$ cat config.mk
export PLATFORM = sky130hd
export DESIGN_NAME = minibus_arbiter
export DESIGN_NICKNAME = d
export VERILOG_FILES = /design/src/rtl/minibus_pkg.sv /design/src/rtl/minibus_rr_picker.sv /design/src/rtl/minibus_arbiter.sv
export SDC_FILE = /design/constraint.sdc
export NUM_CORES = 1
export LEC_CHECK = 0
export CORE_AREA = 2 2 122 124
export DETAILED_ROUTE_END_ITERATION = 6
export DIE_AREA = 0 0 124 126
export PLACE_DENSITY = 0.64
export SKIP_CTS_REPAIR_TIMING = 1
export SLEW_MARGIN = 20
export SYNTH_ARGS = -nofsm -noshare
export SYNTH_HDL_FRONTEND = slang
export SYNTH_SLANG_ARGS = --single-unit
$ cat constraint.sdc
create_clock -name clk -period 1.3 [get_ports clk]
set_input_delay 0.325 -clock clk [delete_from_list [all_inputs] [get_ports clk]]
set_output_delay 0.325 -clock clk [all_outputs]
set_load 0.02 [all_outputs]
$ cat src/rtl/minibus_pkg.sv
// minibus_pkg
//   Shared Mini-Bus types: the request/response structs seen by every master
//   and slave, and the state encoding of the round-robin bus arbiter.
//   Also provides a helper that tells whether a request is active.
package minibus_pkg;

  localparam int MB_ADDR_W = 32;
  localparam int MB_DATA_W = 32;

  // Access width codes carried in minibus_req_t.width
  localparam logic [1:0] MB_WIDTH_BYTE = 2'd0;
  localparam logic [1:0] MB_WIDTH_HALF = 2'd1;
  localparam logic [1:0] MB_WIDTH_WORD = 2'd2;

  typedef struct packed {
    logic                 wen;
    logic                 ren;
    logic [1:0]           width;
    logic [MB_ADDR_W-1:0] addr;
    logic [MB_DATA_W-1:0] wdata;
  } minibus_req_t;

  typedef struct packed {
    logic                 ack;
    logic                 err;
    logic [MB_DATA_W-1:0] rdata;
  } minibus_res_t;

  typedef enum logic {
    ARB_IDLE = 1'b0,
    ARB_BUSY = 1'b1
  } minibus_arb_state_t;

  // A request is live when either strobe is high; both high still counts.
  function automatic logic mb_is_req(input minibus_req_t r);
    return r.wen | r.ren;
  endfunction

endpackage

$ cat src/rtl/minibus_rr_picker.sv
// minibus_rr_picker
//   Combinational round-robin selector: returns the first requester at or
//   after ptr, wrapping modulo N.
//   Ports:
//     req   [N-1:0]          request vector
//     ptr   [$clog2(N)-1:0]  highest-priority position
//     pick  [N-1:0]          one-hot winner (zero when nothing requests)
//     valid                  at least one request present
module minibus_rr_picker #(
  parameter int N = 2
) (
  input  logic [N-1:0]         req,
  input  logic [$clog2(N)-1:0] ptr,
  output logic [N-1:0]         pick,
  output logic                 valid
);

  logic [N-1:0] rot_s;
  logic [N-1:0] oh_rot_s;

  // Rotate so ptr lands at bit 0, isolate the lowest set bit, rotate back.
  always_comb begin
    rot_s    = N'({req, req} >> ptr);
    oh_rot_s = rot_s & (~rot_s + N'(1));
    pick     = N'(({oh_rot_s, oh_rot_s} << ptr) >> N);
    valid    = |req;
  end

endmodule

$ cat src/rtl/minibus_arbiter.sv
// minibus_arbiter
//   Round-robin arbiter sharing one Mini-Bus master port between N_MASTERS
//   requesters. A grant is held until the slave acks or the master aborts,
//   and every transaction is followed by one IDLE cycle.
//   Optional build macro MINIBUS_ARB_TIMEOUT_EN adds a bus-error timeout
//   after TIMEOUT_CYCLES BUSY cycles without ack.
//   Ports:
//     clk, nrst  clock, asynchronous active-low reset
//     m_req      per-master requests           m_res  per-master responses
//     s_req      request to the slave fabric   s_res  slave response
//     grant      one-hot granted master        busy   high while BUSY
module minibus_arbiter
  import minibus_pkg::*;
#(
  parameter int N_MASTERS      = 2,
  parameter int TIMEOUT_CYCLES = 64
) (
  input  logic                         clk,
  input  logic                         nrst,
  input  minibus_req_t [N_MASTERS-1:0] m_req,
  output minibus_res_t [N_MASTERS-1:0] m_res,
  output minibus_req_t                 s_req,
  input  minibus_res_t                 s_res,
  output logic [N_MASTERS-1:0]         grant,
  output logic                         busy
);

  localparam int PW = $clog2(N_MASTERS);

  minibus_arb_state_t   state_q, state_d;
  logic [N_MASTERS-1:0] grant_q, grant_d;
  logic [PW-1:0]        idx_q, idx_d;
  logic [PW-1:0]        rr_ptr_q, rr_ptr_d;

  logic [N_MASTERS-1:0] req_vec_s;
  logic [N_MASTERS-1:0] pick_s;
  logic                 pick_vld_s;
  logic [PW-1:0]        pick_idx_s;
  logic [PW-1:0]        rr_next_s;
  minibus_req_t         gnt_req_s;
  logic                 release_s;
  logic                 timeout_hit_s;

  // Request vector, one-hot to index conversion and next pointer.
  always_comb begin
    req_vec_s  = '0;
    pick_idx_s = '0;
    for (int i = 0; i < N_MASTERS; i++) begin
      req_vec_s[i] = mb_is_req(m_req[i]);
      pick_idx_s   = pick_idx_s | (pick_s[i] ? PW'(i) : '0);
    end
    rr_next_s = (idx_q == PW'(N_MASTERS - 1)) ? '0 : idx_q + 1'b1;
    gnt_req_s = m_req[idx_q];
  end

  minibus_rr_picker #(
    .N (N_MASTERS)
  ) u_picker (
    .req   (req_vec_s),
    .ptr   (rr_ptr_q),
    .pick  (pick_s),
    .valid (pick_vld_s)
  );

`ifdef MINIBUS_ARB_TIMEOUT_EN
  localparam int CW = $clog2(TIMEOUT_CYCLES + 1);
  logic [CW-1:0] tmo_cnt_q, tmo_cnt_d;

  // Count BUSY cycles without ack; zero outside BUSY so every grant starts clean.
  always_comb begin
    if (state_q == ARB_BUSY && !s_res.ack) begin
      tmo_cnt_d = tmo_cnt_q + 1'b1;
    end else begin
      tmo_cnt_d = '0;
    end
  end

  assign timeout_hit_s = (state_q == ARB_BUSY) && (tmo_cnt_q == CW'(TIMEOUT_CYCLES));

  // Timeout counter register.
  always_ff @(posedge clk or negedge nrst) begin
    if (!nrst) begin
      tmo_cnt_q <= '0;
    end else begin
      tmo_cnt_q <= tmo_cnt_d;
    end
  end
`else
  assign timeout_hit_s = 1'b0;
`endif

  // Next-state logic plus the combinational bus passthrough.
  always_comb begin
    state_d   = state_q;
    grant_d   = grant_q;
    idx_d     = idx_q;
    rr_ptr_d  = rr_ptr_q;
    release_s = 1'b0;
    s_req     = '0;
    m_res     = '0;
    case (state_q)
      ARB_IDLE: begin
        if (pick_vld_s) begin
          state_d = ARB_BUSY;
          grant_d = pick_s;
          idx_d   = pick_idx_s;
        end else begin
          state_d = ARB_IDLE;
        end
      end
      ARB_BUSY: begin
        s_req         = gnt_req_s;
        m_res[idx_q]  = s_res;
        // A real ack beats both the timeout and an abort in the same cycle.
        if (s_res.ack) begin
          release_s = 1'b1;
        end else if (timeout_hit_s) begin
          s_req        = '0;
          m_res[idx_q] = '{ack: 1'b1, err: 1'b1, rdata: '0};
          release_s    = 1'b1;
        end else if (!mb_is_req(gnt_req_s)) begin
          release_s = 1'b1;
        end else begin
          release_s = 1'b0;
        end
      end
      default: begin
        state_d = ARB_IDLE;
        grant_d = '0;
      end
    endcase
    if (release_s) begin
      state_d  = ARB_IDLE;
      grant_d  = '0;
      rr_ptr_d = rr_next_s;
    end else begin
      rr_ptr_d = rr_ptr_q;
    end
  end

  // Arbiter state, grant and round-robin pointer registers.
  always_ff @(posedge clk or negedge nrst) begin
    if (!nrst) begin
      state_q  <= ARB_IDLE;
      grant_q  <= '0;
      idx_q    <= '0;
      rr_ptr_q <= '0;
    end else begin
      state_q  <= state_d;
      grant_q  <= grant_d;
      idx_q    <= idx_d;
      rr_ptr_q <= rr_ptr_d;
    end
  end

  assign grant = grant_q;
  assign busy  = (state_q == ARB_BUSY);

endmodule

== After elaboration in Yosys (flattened, before gate mapping) ==
Index checks and enable logic that the tools add are counted.

* Word-level logic and storage cells: 40
* Bits in registers: 5
* Output and inout bits: 139

* $add $sub $neg: 2
* Reduce and logical (&&, ||, !) cells: 5
* Bitwise gates (word level): 7
* Mux-type cells: 17
* Shifts and indexed selects: 2
* Equal/unequal tests: 1
* $lt $le $gt $ge: 2

{| class="wikitable"
|+ Operators with widths
! operator !! count
|-
| 2-to-1 mux 68 bit || 4
|-
| bitwise AND 68 bit || 1
|-
| demux 34 bit (select 1 bit) || 1
|-
| 2-to-1 mux 34 bit || 1
|-
| 2-to-1 mux 1 bit || 8
|-
| 2-to-1 mux 2 bit || 3
|-
| AND reduction 2 bit || 2
|-
| << shifter 4 x 1 -> 4 bit || 1
|-
| >> shifter 4 x 1 -> 2 bit || 1
|-
| bitwise OR 1 bit || 3
|-
| adder 2 x 1 -> 2 bit (second input constant) || 1
|-
| bitwise AND 2 bit || 1
|-
| < comparator 1 x 2 -> 1 bit (second input constant) || 1
|-
| inequality test 2 x 1 -> 1 bit (second input constant) || 1
|-
| NOT 2 bit || 1
|-
| nonzero test 2 bit || 1
|-
| OR reduction 2 bit || 1
|-
| adder 1 bit (second input constant) || 1
|-
| greater-or-equal comparator 1 bit (second input constant) || 1
|-
| logical AND 1 bit || 1
|-
| NOT 1 bit || 1
|}

== Depth between registers and ports, before layout ==
* Depth after elaboration: 9
* Gate-level depth with buffers: 5

== By module ==
A second synthesis with hierarchy kept.

* Cells, all modules: 258
* Area total of the unflattened synthesis: 1,816.7 um^2

{| class="wikitable"
|+ By module, submodules not included
! module !! times used !! cells each !! area an instance (um^2) !! sequential area each (um^2)
|-
| minibus_arbiter || 1 || 254 || 1,791.7 || 125.1
|-
| minibus_rr_picker || 1 || 4 || 25.0 || 0.0
|}

== Least setup slack after synthesis ==
OpenSTA, ideal clock, no wires.

* Kind: register -> output
* From: reg state_q (netlist: busy)
* To: out s_req[46] (netlist bit)
* Buffers on the path: 2
* Arrival time: 1,274 ps
* Path slack: -299 ps
* Data required time: 975 ps
* Cell stages (with the launch flop): 5
* Cell sequence: dfrtp_1 inv_2 buf_2 buf_2 nor2_1

{| class="wikitable"
|+ RTL lines
! element !! RTL line !! RTL
|-
| from (decl) || minibus_arbiter.sv:30 || <nowiki>minibus_arb_state_t state_q, state_d;</nowiki>
|-
| from (signal assigned) || minibus_arbiter.sv:149 || <nowiki>state_q <= state_d;</nowiki>
|-
| to (decl) || minibus_arbiter.sv:22 || <nowiki>output minibus_req_t s_req,</nowiki>
|}

==> flow_metrics.py <==
metrics = {
    "cts": {
        "cts_made_buffers": 3,
        "clk_latency_ps": 230,
        "clock_sinks": 5,
        "htree_levels": 1,
        "clock-root-buffer": "clkbuf_16",
        "clk_transition_reported_paths_ps": 30,
        "cts_buffer_depth": 2,
        "cts_tree": "done",
    },
    "synthesis": {
        "synth_xor_area_frac": 0,
        "synth_top_family_by_area": "simple AND/OR/NAND/NOR gates",
        "yosys.area_share.adder": 0,
        "yosysWarningCount": 0,
        "post-synth-top-area-cell": "mux2i_1",
        "synth_compound_area_frac": 0.0564,
        "synthCells": 258,
        "ys_ff_latch": 5,
        "syn_area_per_cell_sq_um": 6.88,
        "synth_area_sq_um": 1780,
        "synthMuxAreaShare": 0.383,
        "yosysSeqAreaShare": 0.0705,
        "synth_area_leaders": "mux2i_1 38%, nor2_1 15%, and3_1 12%",
        "synth_simple_gate_area_share": 0.415,
        "synth_top_area_share": 0.383,
        "synth_fp_nets": 430,
        "synth_cell_types": 26,
    },
    "pwr": {
        "swShare": 0.448,
        "comb_power_share": 0.932,
        "p_int_mw": 6.59,
        "leakagePower_nw": 2.95,
        "power_mw": 11.9,
        "power_switching_mw": 5.35,
        "pwr-share-clk": 0.042,
        "ir_drop_mv": 0.703,
        "pwr-share-seq": 0.025,
        "power_density_nw_per_um2": 1840,
    },
    "global_route": {
        "track_usage": 0.131,
        "grt_pass1_wl_mm": 15.9,
        "grt_overflow_total": 0,
        "grt_max_degree": 42,
        "antenna_found_initial": 1,
        "grt_pass1_vias": 3136,
    },
    "detailed_routing": {
        "vias": 3235,
        "drt_pre_antenna_iters": 4,
        "wl_per_cell_um": 15.9,
        "drc": 0,
        "viasPerCell": 4.10,
        "drtIter0Drc": 29,
        "routed_wl_mm": 12.6,
        "postRouteAntennaNets": 0,
    },
    "critical_path": {
        "cp-start-kind": "flip-flop",
        "reg2regPathDepth": 4,
        "crit_required_ps": 980,
        "path_max_fanout": 15,
        "crit_arrival_ps": 1610,
        "critPathCaptureType": "output port",
        "critical_path_class": "flip-flop to output port",
    },
    "timing": {
        "fmax_mhz": 517,
        "rsz0062_at_grt": "true",
        "relSlewSlack": 0.809,
        "setup_ws_ps": -636,
        "tns_ps": -64780,
        "clock-skew-final_ps": 0.326,
        "worstMarginPinSlew_ps": 286,
        "finalSetupViolCount": 140,
        "period_needed_ps": 1940,
        "slew_viol_final": 0,
        "final_hold_viol_count": 0,
        "fin_crit_sh": 1.49,
    },
    "finish": {
        "area_growth_pct": 265,
        "nets": 777,
        "seqCellArea_sq_um": 130,
        "stdcell_area_sq_um": 6480,
        "multiInputGateArea_sq_um": 2360,
        "instances_no_fill": 789,
        "drive_gt1_frac": 0.609,
        "fill_cells": 1394,
    },
    "floorplanning": {
        "core_sq_um": 14300,
        "die_area_sq_um": 15600,
        "die_y_um": 126,
        "rows": 44,
        "initial_core_util": 0.124,
        "die_w_um": 124,
        "pin_count": 311,
    },
    "placed_design": {
        "place.gp.congestion": 0.739,
        "port_buffers": 310,
        "place_inst": 760,
        "hpwlAfterDp_mm": 9.98,
        "dpl_cell_area_sq_um": 5900,
    },
    "outcome": {
        "status": "finished with violations",
        "failed_checks": "negative setup slack",
    },
    "run": {
        "maxCapViolations": 0,
    },
    "min_path": {
        "hold_class": "input port to async pin",
    },
}
==> power by group through the flow <==
stage | Clock (mW) | Sequential, mW | Combinational (mW)
after detailed placement | 0 | 0.362 | 9.60
after global routing | 0.531 | 0.312 | 11.7
after global placement | 0 | 0.351 | 9.54
after CTS | 0.514 | 0.361 | 9.63
final | 0.505 | 0.302 | 11.1
after floorplan | 0 | 0.309 | 5.60
==> layout make-up <==
cell class,count,share of cell area
Antenna cell,1,0.000386
Clock buffer,4,0.0122
Inverter,2,0.00193
Multi-Input combinational cell,225,0.364
Sequential cell,5,0.0201
Tap cell,184,0.0355
Timing Repair Buffer,368,0.566
==> worst max-delay path: stages, from the launching register on <==
cell     delay, ps
dfrtp_4        500
buf_4          160
buf_12         150
mux2i_4        200
buf_4          150
nor2_4          90
buf_12         120
==> synth_stat cells, drive strengths merged <==
master / count
a21oi: 1
a211o: 1
inv: 2
o21a: 1
a221o: 2
a2111oi: 1
clkbuf: 10
mux2i: 68
o21ai: 1
buf: 16
dfrtp: 5
nor2: 73
o21ba: 1
o211a: 1
a211oi: 1
and3: 35
and2: 34
nor2b: 3
o221a: 1
nor3: 1
==> layout by cell type (no fill, tap or decap), types with 2 or more instances in the layout <==
master             n
a221o_1            2
and2_1             4
and2_2             3
and2_4            27
and3_1             5
and3_4            30
buf_12            18
buf_2              6
buf_4             69
buf_6             48
buf_8              2
clkbuf_16          8
clkbuf_2          35
clkbuf_4           2
clkdlybuf4s50_1  167
dfrtp_1            3
dlymetal6s2s_1    16
mux2i_1           21
mux2i_2           27
mux2i_4           20
nor2_1             8
nor2_2            48
nor2_4            17
nor2b_1            3
==> per-layer routing <==
layer | track usage | up-vias | part of all wire
met1 | 0.127 | 1438 | 0.33
met3 | 0.0344 | 12 | 0.11
li1 | - | 1581 | -
met4 | 0.0185 | 0 | 0.0081
met5 | 0 | - | 0
met2 | 0.271 | 204 | 0.55
==> registers in the layout, indices dropped and copies added, names as in the netlist <==
signal and cells:
busy 1, grant 2, idx_q 1, rr_ptr_q 1
==> through the flow <==
step           hold WS (ps)  worst slack [ps]   util
3_5_place_dp            567              -737  0.412
5_1_grt                 332              -659  0.453
4_1_cts                 332              -947  0.417
2_1_floorplan          29.4              -144      -
6_report                323              -636  0.453
3_3_place_gp            556              -725  0.412
==> final timing paths <==
kind,to,slack [ps],from
setup / recovery,s_req[7],-640,idx_q
hold / removal,rr_ptr_q,320,nrst
setup reg to reg,grant[1],-130,idx_q
hold reg to reg,rr_ptr_q,600,rr_ptr_q
max in group asynchronous,idx_q,760,nrst
min in group clk,rr_ptr_q,600,rr_ptr_q
==> logic make-up (layout without fill, tap and decap cells) <==
family                 Yosys count  count (layout)
AND/OR/NAND/NOR                146             146
other                            0               1
buffers and inverters           28             374
multiplexers                    68              68
flip-flops                       5               5
AO/OA/AOI/OAI                   11              11
(Power assumes the default switching activity.)
